`src/rtl/alu_pkg.sv`:
```
// Shared definitions for the ALU register bank and its load/execute sequencer.
package alu_pkg;

    localparam int STATE_W  = 3;
    localparam int RESULT_W = 9;

    typedef enum logic [STATE_W-1:0] {
        WAIT_A  = 3'd0,
        WAIT_B  = 3'd1,
        WAIT_OP = 3'd2,
        EXEC    = 3'd3,
        SHOW    = 3'd4
    } state_e;

endpackage

```
`src/rtl/alu_sequencer_if.sv`:
```
// Board-side button/clear inputs and register-bank enables of the ALU sequencer.
interface alu_sequencer_if;
    import alu_pkg::*;

    logic               next;
    logic               clear;
    logic               en_a;
    logic               en_b;
    logic               en_op;
    logic               en_result;
    logic [STATE_W-1:0] state_code;
    logic               busy;
    logic               done;

    modport master (
        output next, clear,
        input  en_a, en_b, en_op, en_result, state_code, busy, done
    );

    modport slave (
        input  next, clear,
        output en_a, en_b, en_op, en_result, state_code, busy, done
    );

endinterface

```
`src/rtl/btn_edge_sync.sv`:
```
// Synchronizes the asynchronous push-button and emits a one-cycle rising-edge strobe.
module btn_edge_sync #(
    parameter int SYNC_STAGES = 2
) (
    input  logic clock,
    input  logic reset,
    input  logic btn_i,
    output logic edge_o
);

    logic [SYNC_STAGES-1:0] sync_q;
    logic                   hist_q;

    // Preset to 1 so a button held through reset release is not seen as a press.
    always_ff @(posedge clock or posedge reset) begin
        if (reset) begin
            sync_q <= '1;
            hist_q <= 1'b1;
        end else begin
            sync_q <= {sync_q[SYNC_STAGES-2:0], btn_i};
            hist_q <= sync_q[SYNC_STAGES-1];
        end
    end

    assign edge_o = sync_q[SYNC_STAGES-1] & ~hist_q;

endmodule

```
`src/rtl/alu_sequencer.sv`:
```
// Steps the ALU register bank through load A / load B / load opcode / execute / show
// on successive button presses, with a programmable execute wait.
module alu_sequencer
    import alu_pkg::*;
#(
    parameter int EXEC_CYCLES = 1,
    parameter int SYNC_STAGES = 2
) (
    input  logic            clock,
    input  logic            reset,
    alu_sequencer_if.slave  bus
);

    localparam int              CNT_W    = $clog2(EXEC_CYCLES + 1);
    localparam logic [CNT_W-1:0] CNT_LOAD = CNT_W'(EXEC_CYCLES);
    localparam logic [CNT_W-1:0] CNT_LAST = CNT_W'(1);

    logic press;

    btn_edge_sync #(.SYNC_STAGES(SYNC_STAGES)) u_sync (
        .clock  (clock),
        .reset  (reset),
        .btn_i  (bus.next),
        .edge_o (press)
    );

    state_e           state_q;
    logic [CNT_W-1:0] cnt_q;
    logic             en_a_q, en_b_q, en_op_q, en_result_q;
    logic             busy_q, done_q;

    always_ff @(posedge clock or posedge reset) begin
        if (reset) begin
            state_q     <= WAIT_A;
            cnt_q       <= '0;
            en_a_q      <= 1'b0;
            en_b_q      <= 1'b0;
            en_op_q     <= 1'b0;
            en_result_q <= 1'b0;
            busy_q      <= 1'b0;
            done_q      <= 1'b0;
        end else begin
            en_a_q      <= 1'b0;
            en_b_q      <= 1'b0;
            en_op_q     <= 1'b0;
            en_result_q <= 1'b0;
            // clear outranks both a press and exec completion
            if (bus.clear) begin
                state_q <= WAIT_A;
                busy_q  <= 1'b0;
                done_q  <= 1'b0;
            end else begin
                case (state_q)
                    WAIT_A: if (press) begin
                        en_a_q  <= 1'b1;
                        state_q <= WAIT_B;
                    end
                    WAIT_B: if (press) begin
                        en_b_q  <= 1'b1;
                        state_q <= WAIT_OP;
                    end
                    WAIT_OP: if (press) begin
                        en_op_q <= 1'b1;
                        cnt_q   <= CNT_LOAD;
                        busy_q  <= 1'b1;
                        state_q <= EXEC;
                    end
                    // presses during execution are dropped
                    EXEC: begin
                        if (cnt_q <= CNT_LAST) begin
                            en_result_q <= 1'b1;
                            cnt_q       <= '0;
                            busy_q      <= 1'b0;
                            done_q      <= 1'b1;
                            state_q     <= SHOW;
                        end else begin
                            cnt_q <= cnt_q - 1'b1;
                        end
                    end
                    SHOW: if (press) begin
                        done_q  <= 1'b0;
                        state_q <= WAIT_A;
                    end
                    default: begin
                        busy_q  <= 1'b0;
                        done_q  <= 1'b0;
                        state_q <= WAIT_A;
                    end
                endcase
            end
        end
    end

    assign bus.en_a       = en_a_q;
    assign bus.en_b       = en_b_q;
    assign bus.en_op      = en_op_q;
    assign bus.en_result  = en_result_q;
    assign bus.state_code = state_q;
    assign bus.busy       = busy_q;
    assign bus.done       = done_q;

endmodule

```
`src/flat_wrapper.sv`:
```
// flat-port wrapper written by rule: the top's interface ports become plain ports
module alu_sequencer_flat import alu_pkg::*;
#(
    parameter int EXEC_CYCLES = 1,
    parameter int SYNC_STAGES = 2
)
  (clock, reset, bus_next, bus_clear, bus_en_a, bus_en_b, bus_en_op, bus_en_result, bus_state_code, bus_busy, bus_done);
  alu_sequencer_if bus_i ();
  input  logic clock;
  input  logic reset;
  input wire logic [$bits(bus_i.next)-1:0] bus_next;
  input wire logic [$bits(bus_i.clear)-1:0] bus_clear;
  output wire logic [$bits(bus_i.en_a)-1:0] bus_en_a;
  output wire logic [$bits(bus_i.en_b)-1:0] bus_en_b;
  output wire logic [$bits(bus_i.en_op)-1:0] bus_en_op;
  output wire logic [$bits(bus_i.en_result)-1:0] bus_en_result;
  output wire logic [$bits(bus_i.state_code)-1:0] bus_state_code;
  output wire logic [$bits(bus_i.busy)-1:0] bus_busy;
  output wire logic [$bits(bus_i.done)-1:0] bus_done;
  assign bus_i.next = bus_next;
  assign bus_i.clear = bus_clear;
  assign bus_en_a = bus_i.en_a;
  assign bus_en_b = bus_i.en_b;
  assign bus_en_op = bus_i.en_op;
  assign bus_en_result = bus_i.en_result;
  assign bus_state_code = bus_i.state_code;
  assign bus_busy = bus_i.busy;
  assign bus_done = bus_i.done;
  alu_sequencer #(.EXEC_CYCLES(EXEC_CYCLES), .SYNC_STAGES(SYNC_STAGES)) u_core (.clock(clock), .reset(reset), .bus(bus_i));
endmodule
```
`config.mk`:
```
export PLATFORM = sky130hd
export DESIGN_NAME = alu_sequencer_flat
export DESIGN_NICKNAME = d
export VERILOG_FILES = /design/src/rtl/alu_pkg.sv /design/src/rtl/alu_sequencer_if.sv /design/src/rtl/btn_edge_sync.sv /design/src/rtl/alu_sequencer.sv /design/src/flat_wrapper.sv
export SDC_FILE = /design/constraint.sdc
export NUM_CORES = 1
export LEC_CHECK = 0
export ABC_AREA = 1
export CAP_MARGIN = 20
export CORE_AREA = 2 2 39 41
export DETAILED_ROUTE_END_ITERATION = 8
export DIE_AREA = 0 0 41 43
export DONT_BUFFER_PORTS = 1
export GPL_TIMING_DRIVEN = 0
export PLACE_DENSITY = 0.5
export SLEW_MARGIN = 20
export SYNTH_ARGS = -nofsm -noshare
export SYNTH_HDL_FRONTEND = slang
export SYNTH_SLANG_ARGS = --single-unit
export TNS_END_PERCENT = 30
```
`constraint.sdc`:
```
create_clock -name clock -period 2.95 [get_ports clock]
set_input_delay 0.1475 -clock clock [delete_from_list [all_inputs] [get_ports clock]]
set_output_delay 0.1475 -clock clock [all_outputs]
set_load 0.03 [all_outputs]
```
# After elaboration in Yosys (flattened, before gate mapping)
# Index checks and enable logic that the tools add are counted.
# totals
ff_bits,13
mem_bits_ro,0
elab_cells,62
latch_bits,0
mem_bits_rw,0
n_memories,0
# op_classes
eq_ne,12
n_addsub,1
n_shift,0
magnitude_cmp,1
mul,0
div_mod_pow,0
n_bitwise,3
reduce_logical,8
n_mux,27
# op_table
op,count
$mux W3,6
$mux W1,17
$ne A3 B2 Y1 const B,5
$pmux W3 S5,1
$reduce_and A3 Y1,3
$eq A3 B2 Y1 const B,2
$ne A2 B1 Y1 const B,3
$pmux W1 S3,2
$reduce_or A3 Y1,2
$reduce_and A5 Y1,1
$eq A3 B1 Y1 const B,1
$eq A3 B3 Y1 const B,1
$logic_not A3 Y1,1
$not A1 Y1,2
$pmux W1 S2,1
$reduce_bool A2 Y1,1
$and A1 B1 Y1,1
$le A1 B1 Y1 const B,1
$sub A1 B1 Y1 const B,1

# Longest topological paths before layout
# depth
depth_word,5
mapped_depth,7
mapped_depth_nobuf,7

# Modules after synthesis
# A second synthesis with hierarchy kept.
# unflattened
hier_cells,53
area_unflattened_um2,476.7
# modules_own_cells
mod,area_per_inst_um2,n_inst,cells_each,seq_area_each_um2
alu_sequencer,384.1,1,47,225.2
btn_edge_sync,92.6,1,6,78.8

# Worst setup path before layout
# No wires, ideal clock.
# synth_timing
kind,register to register
from,"reg u_core.state_q[1], in the netlist u_core.bus.state_code[1]"
to,"reg u_core.busy_q, in the netlist u_core.bus.busy"
period_less_slack_ps,1131
setup_slack_ps,1819
stages_incl_launch_ff,8
setup_ps,118
path_buffers,0
arrival_time_ps,1013
path_cell_list,dfrtp_1 -> inv_1 -> nand2_1 -> nand2_1 -> nand2_1 -> nand2_1 -> nand2_1 -> nand2_1
# synth_between
elab_chain_cells,4
# synth_lines
element,line,text
from (decl),alu_sequencer.sv:27,state_e state_q;
from (signal assigned),alu_sequencer.sv:34,state_q <= WAIT_A;
from (signal assigned),alu_sequencer.sv:49,state_q <= WAIT_A;
from (signal assigned),alu_sequencer.sv:56,state_q <= WAIT_B;
"$eq A3 B1 Y1, or another cell as far along",alu_sequencer.sv:53,case (state_q)
$reduce_or A3 Y1 (no source line),-,
$pmux W1 S3 / $ne A2 B1 Y1 (equally long branches),-,
$mux W1 / $reduce_and A3 Y1 (equally long branches),-,
to (signal assigned),alu_sequencer.sv:50,busy_q <= 1'b0;
to (signal assigned),alu_sequencer.sv:65,busy_q <= 1'b1;
to (signal assigned),alu_sequencer.sv:73,busy_q <= 1'b0;
to (decl),alu_sequencer.sv:30,"logic busy_q, done_q;"
# Parallel ways exist; a longest one is shown, timed or not.
# A chain may end at the register's enable or synchronous reset.

# Worst setup path after layout
# layout_timing
from,"reg u_core.state_q[0], in the netlist u_core.bus.state_code[0]"
to,"reg u_core.busy_q, in the netlist u_core.bus.busy"
# The elaborated chain is that of the path after synthesis.

==> metrics.txt <==
Adder-Cell Fraction of Synth Area 0%; max reg flops 3; Fin. Hold Viols 0; Sequential Area 304.0 µm²; Tmin final 1.259 ns; max-slew violation count 0; distinct cell type count after synthesis 15; Pre-Repair DR Iteration Count 2; WS Path Type flop to flop; antenna violations before repair 0; worst-margin pin slew 0.5326 ns; MaxCap Viol Count 0; Clk pin slew, worst setup/hold paths 0.07 ns; IO buf count 0; die area 1763 µm²; total gr overflow 0; post-synthesis mux area share 0%; Layout fillers 149; drt via density 4.547; post-cts resize count 0; Hold Buf Count CTS 2; gr usage total 11.68%; final net count 64; max frequency 794.5 MHz; M1 GR Usage 13.33%; Syn Area/Cell 9.089 µm²; Routed WL 812 µm; fin crit share 42.67%; largest family of logic cells by synthesized area simple AND/OR/NAND/NOR gates; row count 14; final setup skew 0.005127 ns; Area Overhead vs Synth 13.77%; multi-input logic area 143.9 µm²; crit start category flop; Mapped Area 481.7 µm²; Die Ht 43 µm; clock root buffer master clkbuf_4; Routed wire per std cell 10.83 µm; register area share after synthesis 63.12%; compound-cell area share of the yosys netlist 3.896%; GPL Wtd Cong 0.7845; maximum clock path buffer count 2; CTS sink count 12; Hold Crit Depth 3; core region area 1384 µm²; Post-CTS Setup Bufs 0; hpwl dp 603.3 µm; Synth Instances 53; pre-CTS setup slack 1.720 ns; first-pass GRT wire length 1311 µm; unrepaired setup endpoints after global routing false; crit path DAT 1.41 ns; Synth Net Count 57; routed vias 341; Worst Path Max Fanout 8; status finished clean; vias in the first global route 330; violation count after the first detailed-route iteration 4; worst hold slack 0.05739 ns; ANT cells 0; DRC 0; final worst slack 1.691 ns; CP required 3.11 ns; Slew headroom 64.49%; Final setup viols 0; Hold Path Class input pin to flop; layout cell share with drive strength beyond 1 18.64%; Post-Synth XOR/XNOR Area 0%; CTS tree yes; warnings from Yosys 0; Sum Neg Setup Slack 0 ns; met2 Track Usage GR 15.63%; fin cells 75; FF+latch count, synth 12; effective utilization at floorplan 34.81%; clk_lat worst skew 0.26 ns; Die Wd 41 µm; met3 track utilization from global routing 5.236%; CP Capture Type flop; Simple-Gate Fraction of Synth Area 25.97%; placed cells 69; H-tree depth 1; number of cells on the worst reg-to-reg path 7; largest net degree at the start of global routing 13; worst vdd ir 0.2141 mV; busiest layer in global routing met2; Static Leak 0.2894 nW; Pwr Density 647.6 nW/µm²; post-route ant nets 0; Ports 13; TritonCTS buffer count 3
[Yosys cell counts]
cell	n	area, µm²
o21ai_0	1	5.000
nand2_2	1	6.260
dfstp_2	3	78.83
and3_1	1	6.260
inv_2	2	7.510
inv_1	7	26.28
a21oi_1	1	5.000
nand2_1	13	48.80
nand4_1	2	12.51
nor3_1	2	10.01
nand3_1	1	5.000
nor2_1	8	30.03
a21oi_2	1	8.760
dfrtp_1	9	225.2
nor2_2	1	6.260
[cell type report]
type	instances	share of cell area, %
Clock buffer	4	4.795
Sequential cell	12	55.48
Inverter	9	6.164
Multi-Input combinational cell	32	26.26
Tap cell	16	3.653
Timing Repair Buffer	2	3.653
[stage by stage]
| stage | util (%) | power [mW] | cell area (µm²) |
|---|---|---|---|
| floorplan | - | 0.2444 | 481.7 |
| global placement | 36.26 | 0.2534 | 501.7 |
| detailed placement | 36.26 | 0.2542 | 501.7 |
| CTS | 39.60 | 0.3624 | 548.0 |
| global route | 39.60 | 0.3789 | 548.0 |
| finish | 39.60 | 0.3549 | 548.0 |
[cell families (layout without fill, tap and decap cells)]
logic type | Yosys count | count (layout)
compound gates | 3 | 3
buf+inv | 9 | 15
flops | 12 | 12
simple gates | 29 | 29
[routing by layer]
layer  up-vias  part of all wire, %  wire, µm
met5         -                    0         0
met1       158                   47       378
met2         6                   47       383
met3         2                  4.6        37
met4         0                  1.6        13
li1        175                    -         -
[path summary, 6_finish.rpt]
path / end / start / slack, ns
setup reg to reg: u_core.bus.busy$_DFFE_PP0P_ / u_core.bus.state_code[0]$_DFFE_PP0P_ / 1.69
max in group asynchronous: u_core.u_sync.sync_q[0]$_DFF_PP1_ / reset / 2.30
setup / recovery: u_core.bus.busy$_DFFE_PP0P_ / u_core.bus.state_code[0]$_DFFE_PP0P_ / 1.69
min in group asynchronous: u_core.bus.en_b$_DFF_PP0_ / reset / 0.32
hold reg to reg: u_core.u_sync.sync_q[1]$_DFF_PP1_ / u_core.u_sync.sync_q[0]$_DFF_PP1_ / 0.36
hold / removal: u_core.bus.en_b$_DFF_PP0_ / bus_clear / 0.06
[worst max-delay path, cell delays in order, from the launching register on]
cell     delay (ns)
dfrtp_1        0.68
inv_1          0.11
nand2_1        0.10
nand2_1        0.06
nand2_1        0.05
nand2_1        0.05
nand2_1        0.05
nand2_1        0.05
[power by group]
part	internal [mW]	switching (mW)
sequential	0.177	0.0343
clock	0.0523	0.0499
combinational	0.0153	0.0261
total	0.245	0.110
[cells in the final DEF, fill, tap and decap left out]
master / instances
clkbuf_1: 1
and3_1: 1
dfstp_2: 3
nor2_2: 1
inv_1: 7
o21ai_0: 1
inv_2: 2
dlygate4sd3_1: 2
nor3_1: 2
nand2_2: 1
nand3_1: 1
nor2_1: 8
a21oi_1: 1
nand2_1: 13
a21oi_2: 1
nand4_1: 2
clkbuf_4: 3
dfrtp_1: 9
No activity file was read; power rests on OpenSTA's default activity.
